<file path="src/rtl/cpu_control_fsm_if.sv">
// Control bundle between the multicycle control unit and the datapath:
// instruction fields and ALU flags in, write enables and mux selects out.
interface cpu_control_fsm_if;
  logic [5:0] opcode;
  logic [5:0] funct;
  logic       Of;
  logic       Eq;
  logic       PC_w;
  logic       MemRead;
  logic       MemWrite;
  logic       IRWrite;
  logic       RegWrite;
  logic       ABWrite;
  logic       ALUoutWrite;
  logic       EPCWrite;
  logic [1:0] CtrlALUSrcA;
  logic [1:0] CtrlALUSrcB;
  logic [2:0] CtrlIord;
  logic [2:0] CtrlRegDst;
  logic [3:0] CtrlMemtoReg;
  logic [2:0] CtrlPCSource;
  logic [2:0] CtrlULA;

  // master is the control unit, slave is the datapath
  modport master (
    input  opcode, funct, Of, Eq,
    output PC_w, MemRead, MemWrite, IRWrite, RegWrite, ABWrite, ALUoutWrite,
           EPCWrite, CtrlALUSrcA, CtrlALUSrcB, CtrlIord, CtrlRegDst,
           CtrlMemtoReg, CtrlPCSource, CtrlULA
  );
  modport slave (
    output opcode, funct, Of, Eq,
    input  PC_w, MemRead, MemWrite, IRWrite, RegWrite, ABWrite, ALUoutWrite,
           EPCWrite, CtrlALUSrcA, CtrlALUSrcB, CtrlIord, CtrlRegDst,
           CtrlMemtoReg, CtrlPCSource, CtrlULA
  );
endinterface

</file>
<file path="src/rtl/cpu_control_fsm.sv">
// Multicycle CPU main control: Moore FSM with registered control outputs,
// plus the single Mealy term that gates the PC write on branch outcome.
module cpu_control_fsm #(
  parameter int          MEM_WAIT   = 1,
  parameter logic [7:0]  OVF_VECTOR = 8'd255,
  parameter logic [7:0]  OPC_VECTOR = 8'd254
) (
  input  logic              clk,
  input  logic              reset,
  cpu_control_fsm_if.master bus,
  output logic [4:0]        state_dbg
);

  if (MEM_WAIT < 0 || MEM_WAIT > 3) begin : g_bad_wait
    $error("MEM_WAIT must be within 0..3");
  end
  if (OVF_VECTOR == OPC_VECTOR) begin : g_bad_vec
    $error("exception vectors must differ");
  end

  localparam logic [1:0] LAST = 2'(MEM_WAIT);

  typedef enum logic [4:0] {
    S_RESET = 5'd0,  S_FETCH = 5'd1,   S_DECODE = 5'd2,  S_EXEC_R = 5'd3,
    S_WB_R = 5'd4,   S_EXEC_I = 5'd5,  S_WB_I = 5'd6,    S_ADDR_LW = 5'd7,
    S_ADDR_SW = 5'd8, S_MEM_RD = 5'd9, S_WB_LW = 5'd10,  S_MEM_WR = 5'd11,
    S_BRANCH = 5'd12, S_JUMP = 5'd13,  S_EXC_OVF = 5'd14, S_EXC_OPC = 5'd15,
    S_EXC_RD = 5'd16, S_EXC_PC = 5'd17, S_HALT = 5'd18
  } state_t;

  typedef struct packed {
    logic       pc_w;
    logic       mem_read;
    logic       mem_write;
    logic       ir_write;
    logic       reg_write;
    logic       ab_write;
    logic       aluout_write;
    logic       epc_write;
    logic [1:0] src_a;
    logic [1:0] src_b;
    logic [2:0] iord;
    logic [2:0] reg_dst;
    logic [3:0] mem_to_reg;
    logic [2:0] pc_source;
    logic [2:0] ula;
  } ctrl_t;

  function automatic state_t next_state(state_t s, logic [1:0] cnt,
                                        logic [5:0] op, logic [5:0] fn, logic of);
    state_t n;
    case (s)
      S_RESET:   n = S_FETCH;
      S_FETCH:   n = (cnt == LAST) ? S_DECODE : S_FETCH;
      S_DECODE: begin
        case (op)
          6'h00: begin
            if (fn == 6'h20 || fn == 6'h22 || fn == 6'h24) n = S_EXEC_R;
            else if (fn == 6'h0d)                          n = S_HALT;
            else                                           n = S_EXC_OPC;
          end
          6'h08:         n = S_EXEC_I;
          6'h23:         n = S_ADDR_LW;
          6'h2b:         n = S_ADDR_SW;
          6'h04, 6'h05:  n = S_BRANCH;
          6'h02:         n = S_JUMP;
          default:       n = S_EXC_OPC;
        endcase
      end
      // 'and' cannot overflow, so Of is meaningless there
      S_EXEC_R:  n = (of && fn != 6'h24) ? S_EXC_OVF : S_WB_R;
      S_EXEC_I:  n = of ? S_EXC_OVF : S_WB_I;
      S_ADDR_LW: n = S_MEM_RD;
      S_ADDR_SW: n = S_MEM_WR;
      S_MEM_RD:  n = (cnt == LAST) ? S_WB_LW : S_MEM_RD;
      S_EXC_OVF, S_EXC_OPC: n = S_EXC_RD;
      S_EXC_RD:  n = (cnt == LAST) ? S_EXC_PC : S_EXC_RD;
      S_HALT:    n = S_HALT;
      default:   n = S_FETCH;
    endcase
    return n;
  endfunction

  function automatic ctrl_t decode(state_t s, logic [1:0] cnt, logic cause_ovf,
                                   logic [5:0] fn);
    ctrl_t c;
    c = '0;
    case (s)
      S_FETCH: begin
        c.mem_read = 1'b1;
        if (cnt == LAST) begin
          c.ir_write = 1'b1;
          c.pc_w     = 1'b1;
          c.src_b    = 2'd1;
          c.ula      = 3'b001;
        end
      end
      S_DECODE: begin
        c.ab_write     = 1'b1;
        c.aluout_write = 1'b1;
        c.src_b        = 2'd3;
        c.ula          = 3'b001;
      end
      S_EXEC_R: begin
        c.src_a        = 2'd1;
        c.aluout_write = 1'b1;
        c.ula          = (fn == 6'h22) ? 3'b010 : (fn == 6'h24) ? 3'b011 : 3'b001;
      end
      S_WB_R: begin
        c.reg_dst   = 3'd1;
        c.reg_write = 1'b1;
      end
      S_EXEC_I, S_ADDR_LW, S_ADDR_SW: begin
        c.src_a        = 2'd1;
        c.src_b        = 2'd2;
        c.ula          = 3'b001;
        c.aluout_write = 1'b1;
      end
      S_WB_I:   c.reg_write = 1'b1;
      S_MEM_RD: begin
        c.iord     = 3'd1;
        c.mem_read = 1'b1;
      end
      S_WB_LW: begin
        c.mem_to_reg = 4'd1;
        c.reg_write  = 1'b1;
      end
      S_MEM_WR: begin
        c.iord      = 3'd1;
        c.mem_write = 1'b1;
      end
      // PC_w here comes from the Mealy branch term, not the register
      S_BRANCH: begin
        c.src_a     = 2'd1;
        c.ula       = 3'b111;
        c.pc_source = 3'd1;
      end
      S_JUMP: begin
        c.pc_source = 3'd2;
        c.pc_w      = 1'b1;
      end
      S_EXC_OVF, S_EXC_OPC: begin
        c.src_b     = 2'd1;
        c.ula       = 3'b010;
        c.epc_write = 1'b1;
      end
      S_EXC_RD: begin
        c.mem_read = 1'b1;
        c.iord     = cause_ovf ? 3'd3 : 3'd2;
      end
      S_EXC_PC: begin
        c.pc_source = 3'd4;
        c.pc_w      = 1'b1;
      end
      default: c = '0;
    endcase
    return c;
  endfunction

  state_t     state;
  state_t     nxt;
  logic [1:0] cnt;
  logic [1:0] cnt_nxt;
  logic       cause_ovf;
  ctrl_t      ctl;
  logic       branch_take;

  assign nxt     = next_state(state, cnt, bus.opcode, bus.funct, bus.Of);
  assign cnt_nxt = (nxt != state) ? 2'd0 : cnt + 2'd1;

  // outputs are registered against the state being entered
  always_ff @(posedge clk or negedge reset) begin
    if (!reset) begin
      state     <= S_RESET;
      cnt       <= 2'd0;
      cause_ovf <= 1'b0;
      ctl       <= '0;
    end else begin
      state <= nxt;
      cnt   <= cnt_nxt;
      if (nxt == S_EXC_OVF)      cause_ovf <= 1'b1;
      else if (nxt == S_EXC_OPC) cause_ovf <= 1'b0;
      ctl   <= decode(nxt, cnt_nxt, cause_ovf, bus.funct);
    end
  end

  assign branch_take = (state == S_BRANCH) &&
                       ((bus.opcode == 6'h04 &&  bus.Eq) ||
                        (bus.opcode == 6'h05 && !bus.Eq));

  assign bus.PC_w         = ctl.pc_w | branch_take;
  assign bus.MemRead      = ctl.mem_read;
  assign bus.MemWrite     = ctl.mem_write;
  assign bus.IRWrite      = ctl.ir_write;
  assign bus.RegWrite     = ctl.reg_write;
  assign bus.ABWrite      = ctl.ab_write;
  assign bus.ALUoutWrite  = ctl.aluout_write;
  assign bus.EPCWrite     = ctl.epc_write;
  assign bus.CtrlALUSrcA  = ctl.src_a;
  assign bus.CtrlALUSrcB  = ctl.src_b;
  assign bus.CtrlIord     = ctl.iord;
  assign bus.CtrlRegDst   = ctl.reg_dst;
  assign bus.CtrlMemtoReg = ctl.mem_to_reg;
  assign bus.CtrlPCSource = ctl.pc_source;
  assign bus.CtrlULA      = ctl.ula;
  assign state_dbg        = state;

endmodule

</file>
<file path="src/flat_wrapper.sv">
// flat-port wrapper written by rule: the top's interface ports become plain ports
module cpu_control_fsm_flat 
#(
  parameter int          MEM_WAIT   = 1,
  parameter logic [7:0]  OVF_VECTOR = 8'd255,
  parameter logic [7:0]  OPC_VECTOR = 8'd254
)
  (clk, reset, state_dbg, bus_opcode, bus_funct, bus_Of, bus_Eq, bus_PC_w, bus_MemRead, bus_MemWrite, bus_IRWrite, bus_RegWrite, bus_ABWrite, bus_ALUoutWrite, bus_EPCWrite, bus_CtrlALUSrcA, bus_CtrlALUSrcB, bus_CtrlIord, bus_CtrlRegDst, bus_CtrlMemtoReg, bus_CtrlPCSource, bus_CtrlULA);
  cpu_control_fsm_if bus_i ();
  input  logic clk;
  input  logic reset;
  output logic [4:0] state_dbg;
  input wire logic [$bits(bus_i.opcode)-1:0] bus_opcode;
  input wire logic [$bits(bus_i.funct)-1:0] bus_funct;
  input wire logic [$bits(bus_i.Of)-1:0] bus_Of;
  input wire logic [$bits(bus_i.Eq)-1:0] bus_Eq;
  output wire logic [$bits(bus_i.PC_w)-1:0] bus_PC_w;
  output wire logic [$bits(bus_i.MemRead)-1:0] bus_MemRead;
  output wire logic [$bits(bus_i.MemWrite)-1:0] bus_MemWrite;
  output wire logic [$bits(bus_i.IRWrite)-1:0] bus_IRWrite;
  output wire logic [$bits(bus_i.RegWrite)-1:0] bus_RegWrite;
  output wire logic [$bits(bus_i.ABWrite)-1:0] bus_ABWrite;
  output wire logic [$bits(bus_i.ALUoutWrite)-1:0] bus_ALUoutWrite;
  output wire logic [$bits(bus_i.EPCWrite)-1:0] bus_EPCWrite;
  output wire logic [$bits(bus_i.CtrlALUSrcA)-1:0] bus_CtrlALUSrcA;
  output wire logic [$bits(bus_i.CtrlALUSrcB)-1:0] bus_CtrlALUSrcB;
  output wire logic [$bits(bus_i.CtrlIord)-1:0] bus_CtrlIord;
  output wire logic [$bits(bus_i.CtrlRegDst)-1:0] bus_CtrlRegDst;
  output wire logic [$bits(bus_i.CtrlMemtoReg)-1:0] bus_CtrlMemtoReg;
  output wire logic [$bits(bus_i.CtrlPCSource)-1:0] bus_CtrlPCSource;
  output wire logic [$bits(bus_i.CtrlULA)-1:0] bus_CtrlULA;
  assign bus_i.opcode = bus_opcode;
  assign bus_i.funct = bus_funct;
  assign bus_i.Of = bus_Of;
  assign bus_i.Eq = bus_Eq;
  assign bus_PC_w = bus_i.PC_w;
  assign bus_MemRead = bus_i.MemRead;
  assign bus_MemWrite = bus_i.MemWrite;
  assign bus_IRWrite = bus_i.IRWrite;
  assign bus_RegWrite = bus_i.RegWrite;
  assign bus_ABWrite = bus_i.ABWrite;
  assign bus_ALUoutWrite = bus_i.ALUoutWrite;
  assign bus_EPCWrite = bus_i.EPCWrite;
  assign bus_CtrlALUSrcA = bus_i.CtrlALUSrcA;
  assign bus_CtrlALUSrcB = bus_i.CtrlALUSrcB;
  assign bus_CtrlIord = bus_i.CtrlIord;
  assign bus_CtrlRegDst = bus_i.CtrlRegDst;
  assign bus_CtrlMemtoReg = bus_i.CtrlMemtoReg;
  assign bus_CtrlPCSource = bus_i.CtrlPCSource;
  assign bus_CtrlULA = bus_i.CtrlULA;
  cpu_control_fsm #(.MEM_WAIT(MEM_WAIT), .OVF_VECTOR(OVF_VECTOR), .OPC_VECTOR(OPC_VECTOR)) u_core (.clk(clk), .reset(reset), .bus(bus_i), .state_dbg(state_dbg));
endmodule
</file>
<file path="config.mk">
export PLATFORM = sky130hd
export DESIGN_NAME = cpu_control_fsm_flat
export DESIGN_NICKNAME = d
export VERILOG_FILES = /design/src/rtl/cpu_control_fsm_if.sv /design/src/rtl/cpu_control_fsm.sv /design/src/flat_wrapper.sv
export SDC_FILE = /design/constraint.sdc
export NUM_CORES = 1
export LEC_CHECK = 0
export ABC_AREA = 1
export BUFFER_PORTS_ARGS = -buffer_cell sky130_fd_sc_hd__buf_2
export CAP_MARGIN = 15
export CORE_MARGIN = 4
export CORE_UTILIZATION = 57
export DETAILED_ROUTE_END_ITERATION = 8
export PLACE_DENSITY = 0.93
export SKIP_LAST_GASP = 1
export SYNTH_ARGS = -nofsm -noshare
export SYNTH_HDL_FRONTEND = slang
export SYNTH_SLANG_ARGS = --single-unit
</file>
<file path="constraint.sdc">
create_clock -name clk -period 3.1 [get_ports clk]
set_input_delay 0.62 -clock clk [delete_from_list [all_inputs] [get_ports clk]]
set_output_delay 0.62 -clock clk [all_outputs]
set_load 0.02 [all_outputs]
</file>
Yosys cells after proc, flatten, opt, wreduce, memory -nomap -nowiden
Index checks and enable logic that the tools add are counted.
{"block": "classes", "addsub": 1, "n_eq_ne": 43, "muxes": 33, "bitwise": 1, "n_reduce_logical": 21}
{"cell": "$eq A5 B4 Y1 const B", "n": 13}
{"cell": "$pmux W5 S10", "n": 1}
{"cell": "$eq A5 B3 Y1 const B", "n": 6}
{"cell": "$eq A6 B6 Y1 const B", "n": 5}
{"cell": "$pmux W5 S6", "n": 1}
{"cell": "$eq A5 B2 Y1 const B", "n": 4}
{"cell": "$eq A5 B5 Y1 const B", "n": 4}
{"cell": "$mux W1", "n": 17}
{"cell": "$pmux W3 S5", "n": 1}
{"cell": "$eq A6 B3 Y1 const B", "n": 2}
{"cell": "$eq A6 B4 Y1 const B", "n": 2}
{"cell": "$eq A5 B1 Y1 const B", "n": 2}
{"cell": "$mux W5", "n": 2}
{"cell": "$reduce_or A2 Y1", "n": 5}
{"cell": "$reduce_or A5 Y1", "n": 2}
{"cell": "$pmux W3 S3", "n": 1}
{"cell": "$reduce_or A3 Y1", "n": 3}
{"cell": "$mux W2", "n": 4}
{"cell": "$mux W4", "n": 2}
{"cell": "$pmux W2 S4", "n": 1}
{"cell": "$eq A6 B2 Y1 const B", "n": 1}
{"cell": "$logic_not A6 Y1", "n": 1}
{"cell": "$ne A6 B6 Y1 const B", "n": 1}
{"cell": "$pmux W3 S2", "n": 1}
{"cell": "other kinds (11)", "n": 17}
{"block": "totals", "ff_bits": 30, "in_bits": 16, "out_inout_bits": 33, "elab_cells": 117}

Depth between registers and ports, before layout
{"block": "depth", "word_depth": 11, "depth_mapped": 17, "mapped_depth_nobuf": 17}

Worst setup path before layout
OpenSTA, ideal clock, no wires.
{"block": "synth_timing", "path_kind": "input -> register", "start": "in bus_opcode[5]", "end": "reg u_core.ctl (netlist bit u_core.bus.CtrlULA[1])", "setup_ps": 126, "t_arrival_ps": 1841, "required_time_ps": 2974, "setup_slack_ps": 1132, "stages": 12, "path_buffers": 0, "cell_sequence": "nor2_2 > nand3_1 > nand2_1 > nor2_1 > nand2_1 > nand2_1 > nand2_4 > nand2_1 > nand2_2 > nor2_2 > nor3_1 > a21oi_2"}
{"block": "synth_between", "elab_chain_len": 7, "word_cells_on_any_way": 22, "classes_between": "eq/ne: 15; mux: 3; reduce/logical: 4"}
{"element": "from (decl)", "line_no": "flat_wrapper.sv:13", "text": "input wire logic [$bits(bus_i.opcode)-1:0] bus_opcode;"}
{"element": "$eq A6 B3 Y1", "line_no": "cpu_control_fsm.sv:56", "text": "case (op)"}
{"element": "$reduce_or A2 Y1", "line_no": "cpu_control_fsm.sv:56"}
{"element": "$pmux W5 S6 *", "line_no": "cpu_control_fsm.sv:56"}
{"element": "$pmux W5 S10 *", "line_no": "cpu_control_fsm.sv:52", "text": "case (s)"}
{"element": "named net u_core.nxt[2]", "line_no": "cpu_control_fsm.sv:161", "text": "state_t nxt;"}
{"element": "$eq A5 B2 Y1 (tied with other cells)", "line_no": "cpu_control_fsm.sv:88", "text": "case (s)"}
{"element": "$reduce_or A4 Y1 (no source line) / $reduce_or A2 Y1 (equally long branches)"}
{"element": "$pmux W3 S5 *", "line_no": "cpu_control_fsm.sv:88"}
{"element": "to (signal assigned)", "line_no": "cpu_control_fsm.sv:183", "text": "ctl <= decode(nxt, cnt_nxt, cause_ovf, bus.funct);"}
{"element": "to (decl)", "line_no": "cpu_control_fsm.sv:165", "text": "ctrl_t ctl;"}
Mark *: on every way through the listed nets, which the timed path passes. The rest lies on a longest branch.
A chain may end at the register's enable or synchronous reset.

Worst setup path after layout
{"block": "layout_timing", "start": "in bus_opcode[1]", "end": "out bus_PC_w"}
{"block": "layout_between", "elab_chain_len": 5, "word_cells_on_any_way": 7, "classes_between": "eq/ne: 2; bitwise: 1; reduce/logical: 4"}
{"element": "$eq A6 B3 Y1, on equally long branches", "line_no": "cpu_control_fsm.sv:188, cpu_control_fsm.sv:189"}
{"element": "$logic_and A1 B1 Y1, on equally long branches", "line_no": "cpu_control_fsm.sv:188, cpu_control_fsm.sv:189"}
{"element": "$logic_or A1 B1 Y1 *", "line_no": "cpu_control_fsm.sv:188", "text": "((bus.opcode == 6'h04 && bus.Eq) ||"}
{"element": "$logic_and A1 B1 Y1 *", "line_no": "cpu_control_fsm.sv:187", "text": "assign branch_take = (state == S_BRANCH) &&"}
{"element": "$or A1 B1 Y1 *", "line_no": "cpu_control_fsm.sv:191", "text": "assign bus.PC_w = ctl.pc_w | branch_take;"}
{"element": "to (decl)", "line_no": "flat_wrapper.sv:17", "text": "output wire logic [$bits(bus_i.PC_w)-1:0] bus_PC_w;"}
Mark *: on every way between the ends. The rest lies on a longest branch, timed or not.

==> results.md <==
- Critical setup path kind: in2out
- Crit end category: output port
- Critical Path Source: bus_opcode[1]
- CTS Buf Count: 5
- Tightest Pin Transition: 0.620 ns
- Synthesized cell area: 0.00191 mm2
- Synth warnings: 0
- CTS tree: yes
- First-pass GRT wire length: 6380 um
- Area occupied by multi-input gates: 915 um2
- Layout area overhead: 10.6%
- Fill count: around 270
- R2R cell count: 13
- Worst r2r src: u_core.state_dbg[3]$_DFF_PN0_
- Worst-Skew Late Latency: 0.33 ns
- Placed Cells: 320
- CTS Sinks: 29
- RSZ-0062 raised after global routing: no
- Core Footprint: about 0.0031 mm2
- Buffers on Ports: 41
- Vias in the first global route: 1492
- Largest net degree at the start of global routing: 30
- WL final: 3780 um
- GRT Util Overall: 0.193
- Fin crit share: 0.705
- Starting Density: 0.612
- Post-CTS Hold Fix Bufs: 0
- CP Data Arrival Time: 1.57 ns
- Crit path launch type: input pin
- Max frequency: 457 MHz
- Final hold vios: 0
- Count of final setup violators: 0
- Clock Pin Slew Worst Setup and Hold Paths: 0.09 ns
- Num rows: 20
- Sequential area share after synthesis: 0.379
- Worst reg-to-reg setup slack: 1.00 ns
- Die width: ~66 um
- Initial antenna violation count: 0
- DIE AREA: roughly 0.0043 mm2
- DR WL/cell: around 12 um
- Worst Skew: about 0.0083 ns
- Total grt overflow: 0
- Dominant synthesized flop cell: dfrtp_1
- Synthesized instance count: 249
- Yosys reg bits: 29
- Worst slew margin: 0.587
- Setup TNS: 0 ns
- Sequential Area: 726 um2
- Post-DR vias/cell: about 5
- Synth cell types: 33
- Outcome: finished clean
- Maxcap violations: 0
- Pins Over Slew Limit: 0
- Detailed-route via count: between 1500 and 2000
- CTS H-tree lvls: 2
- Worst Path Required: 2.48 ns
- Leak: between 1 and 1.5 nW
- DR iter-0 viols: 104
- CTS resizes: 0
- Peak supply drop: ~0.35 mV
- Minimum clock period: about 2.2 ns
- Residual DRC: 0
- PwrDens: 988 mW/mm2
- FF-to-FF End: u_core.bus.CtrlULA[0]$_DFF_PN0_
- Die Height: 66.0 um
- Detail Placement HPWL: 3150 um
- HP Class: in2async
- N_diodes: 0
- I/O pin count: 49
- Clock Tree Buf Depth: 2
- Post-synth EDFFs: 0
- Synth async-reset ratio: 1.00
- Post-detailed-route count of antenna-violating nets: 0
- Post-Syn Area per Cell: around 7.7 um2
- Drt pass-1 iters: 5
- Layout cells sized above 1: 0.324
- Post-CTS Setup Inserts: 0
- CTS Root Cell: clkbuf_4
- GPL Wtd Cong: 0.911
- Worst-path maximum fanout: 4
- Post-layout net count: 300
- Post-Layout Cell Count: ~330
## Yosys cell counts, types with 3 or more instances
cell     number  area share
inv_1        31       0.061
buf_4        20       0.078
a21oi_2       3       0.014
nor2_1       38       0.075
nand3_1      20       0.052
nand4_1       3      0.0098
nand2_1      48       0.094
nand3_2       5       0.026
o21ai_0       3      0.0078
inv_2         8       0.016
nand2_2       3      0.0098
nor2_2       11       0.036
nand2_4       3       0.018
dfrtp_1      29        0.38
## area by class of cell
cell class / count / share of cell area
multi-input combinational: 167 / 0.432
sequential: 29 / 0.343
timing repair buffer: 41 / 0.0969
inverter: 39 / 0.0691
clock buffer: 7 / 0.0307
tap: 44 / 0.0260
clock inverter: 1 / 0.00236
## per-stage QoR
step | hold WS (ns) | area [um2] | utilization | power (W) | setup slack (ns)
after floorplan | 0.324 | 1940 | - | 0.00161 | 1.13
after global placement | 0.448 | 2050 | 0.654 | 0.00182 | 0.856
after detailed placement | 0.455 | 2050 | 0.654 | 0.00184 | 0.803
after CTS | 0.309 | 2120 | 0.677 | 0.00210 | 0.903
after global routing | 0.342 | 2120 | 0.677 | 0.00226 | 0.817
final | 0.298 | 2120 | 0.677 | 0.00209 | 0.914
## placed cells by master (no fill, tap or decap), drive strengths merged
cell    Yosys  final
inv        39     39
buf        20     41
conb        1      7
nand4       4      4
a31oi       1      1
clkbuf      0      7
nand3b      1      1
nor3        3      3
o31ai       1      1
a31o        1      1
a21boi      1      1
mux2i       1      1
nor4        1      1
a21oi       5      5
and3        1      1
nand3      25     25
o21ai       4      4
dfrtp      29     29
ha          1      1
nor2       53     53
o211ai      1      1
nand2      56     56
clkinv      0      1
## worst max-delay path, cell delays in order
cell     delay [ns]
buf_2          0.12
nor2_1         0.17
nand3_1        0.12
mux2i_1        0.20
a31o_2         0.18
buf_2          0.15
## power by group
group          switching, W  internal (W)  total, W
logic              0.000867      0.000417   0.00128
registers         0.0000655      0.000485  0.000550
clock network      0.000126      0.000131  0.000258
total               0.00106       0.00103   0.00209
## routing by layer
layer  up-vias  GRT usage  share of wire
li1        822          -              -
met1       696      0.232           0.40
met2        73      0.332           0.48
met3        11     0.0306          0.083
met4         0     0.0939          0.030
met5         -          0              0
## cell families after synthesis
| family | count (synthesis) | synth area share |
|---|---|---|
| adder cells (fa/ha/maj) | 1 | 0.00653 |
| AND/OR/NAND/NOR | 144 | 0.401 |
| multiplexers | 1 | 0.00523 |
| flip-flops | 29 | 0.379 |
| buffers and inverters | 59 | 0.155 |
| other | 1 | 0.00196 |
| AO/OA/AOI/OAI | 14 | 0.0510 |
## worst max-delay path by stage
stage / endpoint / slack, ns / depth (start not counted)
after floorplan: u_core.bus.CtrlULA[1]$_DFF_PN0_ / 1.13 / 12
after global placement: u_core.bus.CtrlULA[1]$_DFF_PN0_ / 0.86 / 13
after detailed placement: u_core.bus.ALUoutWrite$_DFF_PN0_ / 0.80 / 14
after CTS: bus_PC_w / 0.90 / 6
after global routing: bus_PC_w / 0.82 / 6
final: bus_PC_w / 0.91 / 6
## flip-flops by register name, summed over array words and instances (netlist names), 2 cells and up
| name | cells |
|---|---|
| u_core.state_dbg | 5 |
| u_core.bus.CtrlALUSrcB | 2 |
| u_core.cnt | 2 |
| u_core.bus.CtrlPCSource | 3 |
| u_core.bus.CtrlULA | 3 |
| u_core.bus.CtrlIord | 2 |
Note: power is estimated with default switching activity, not from simulation.
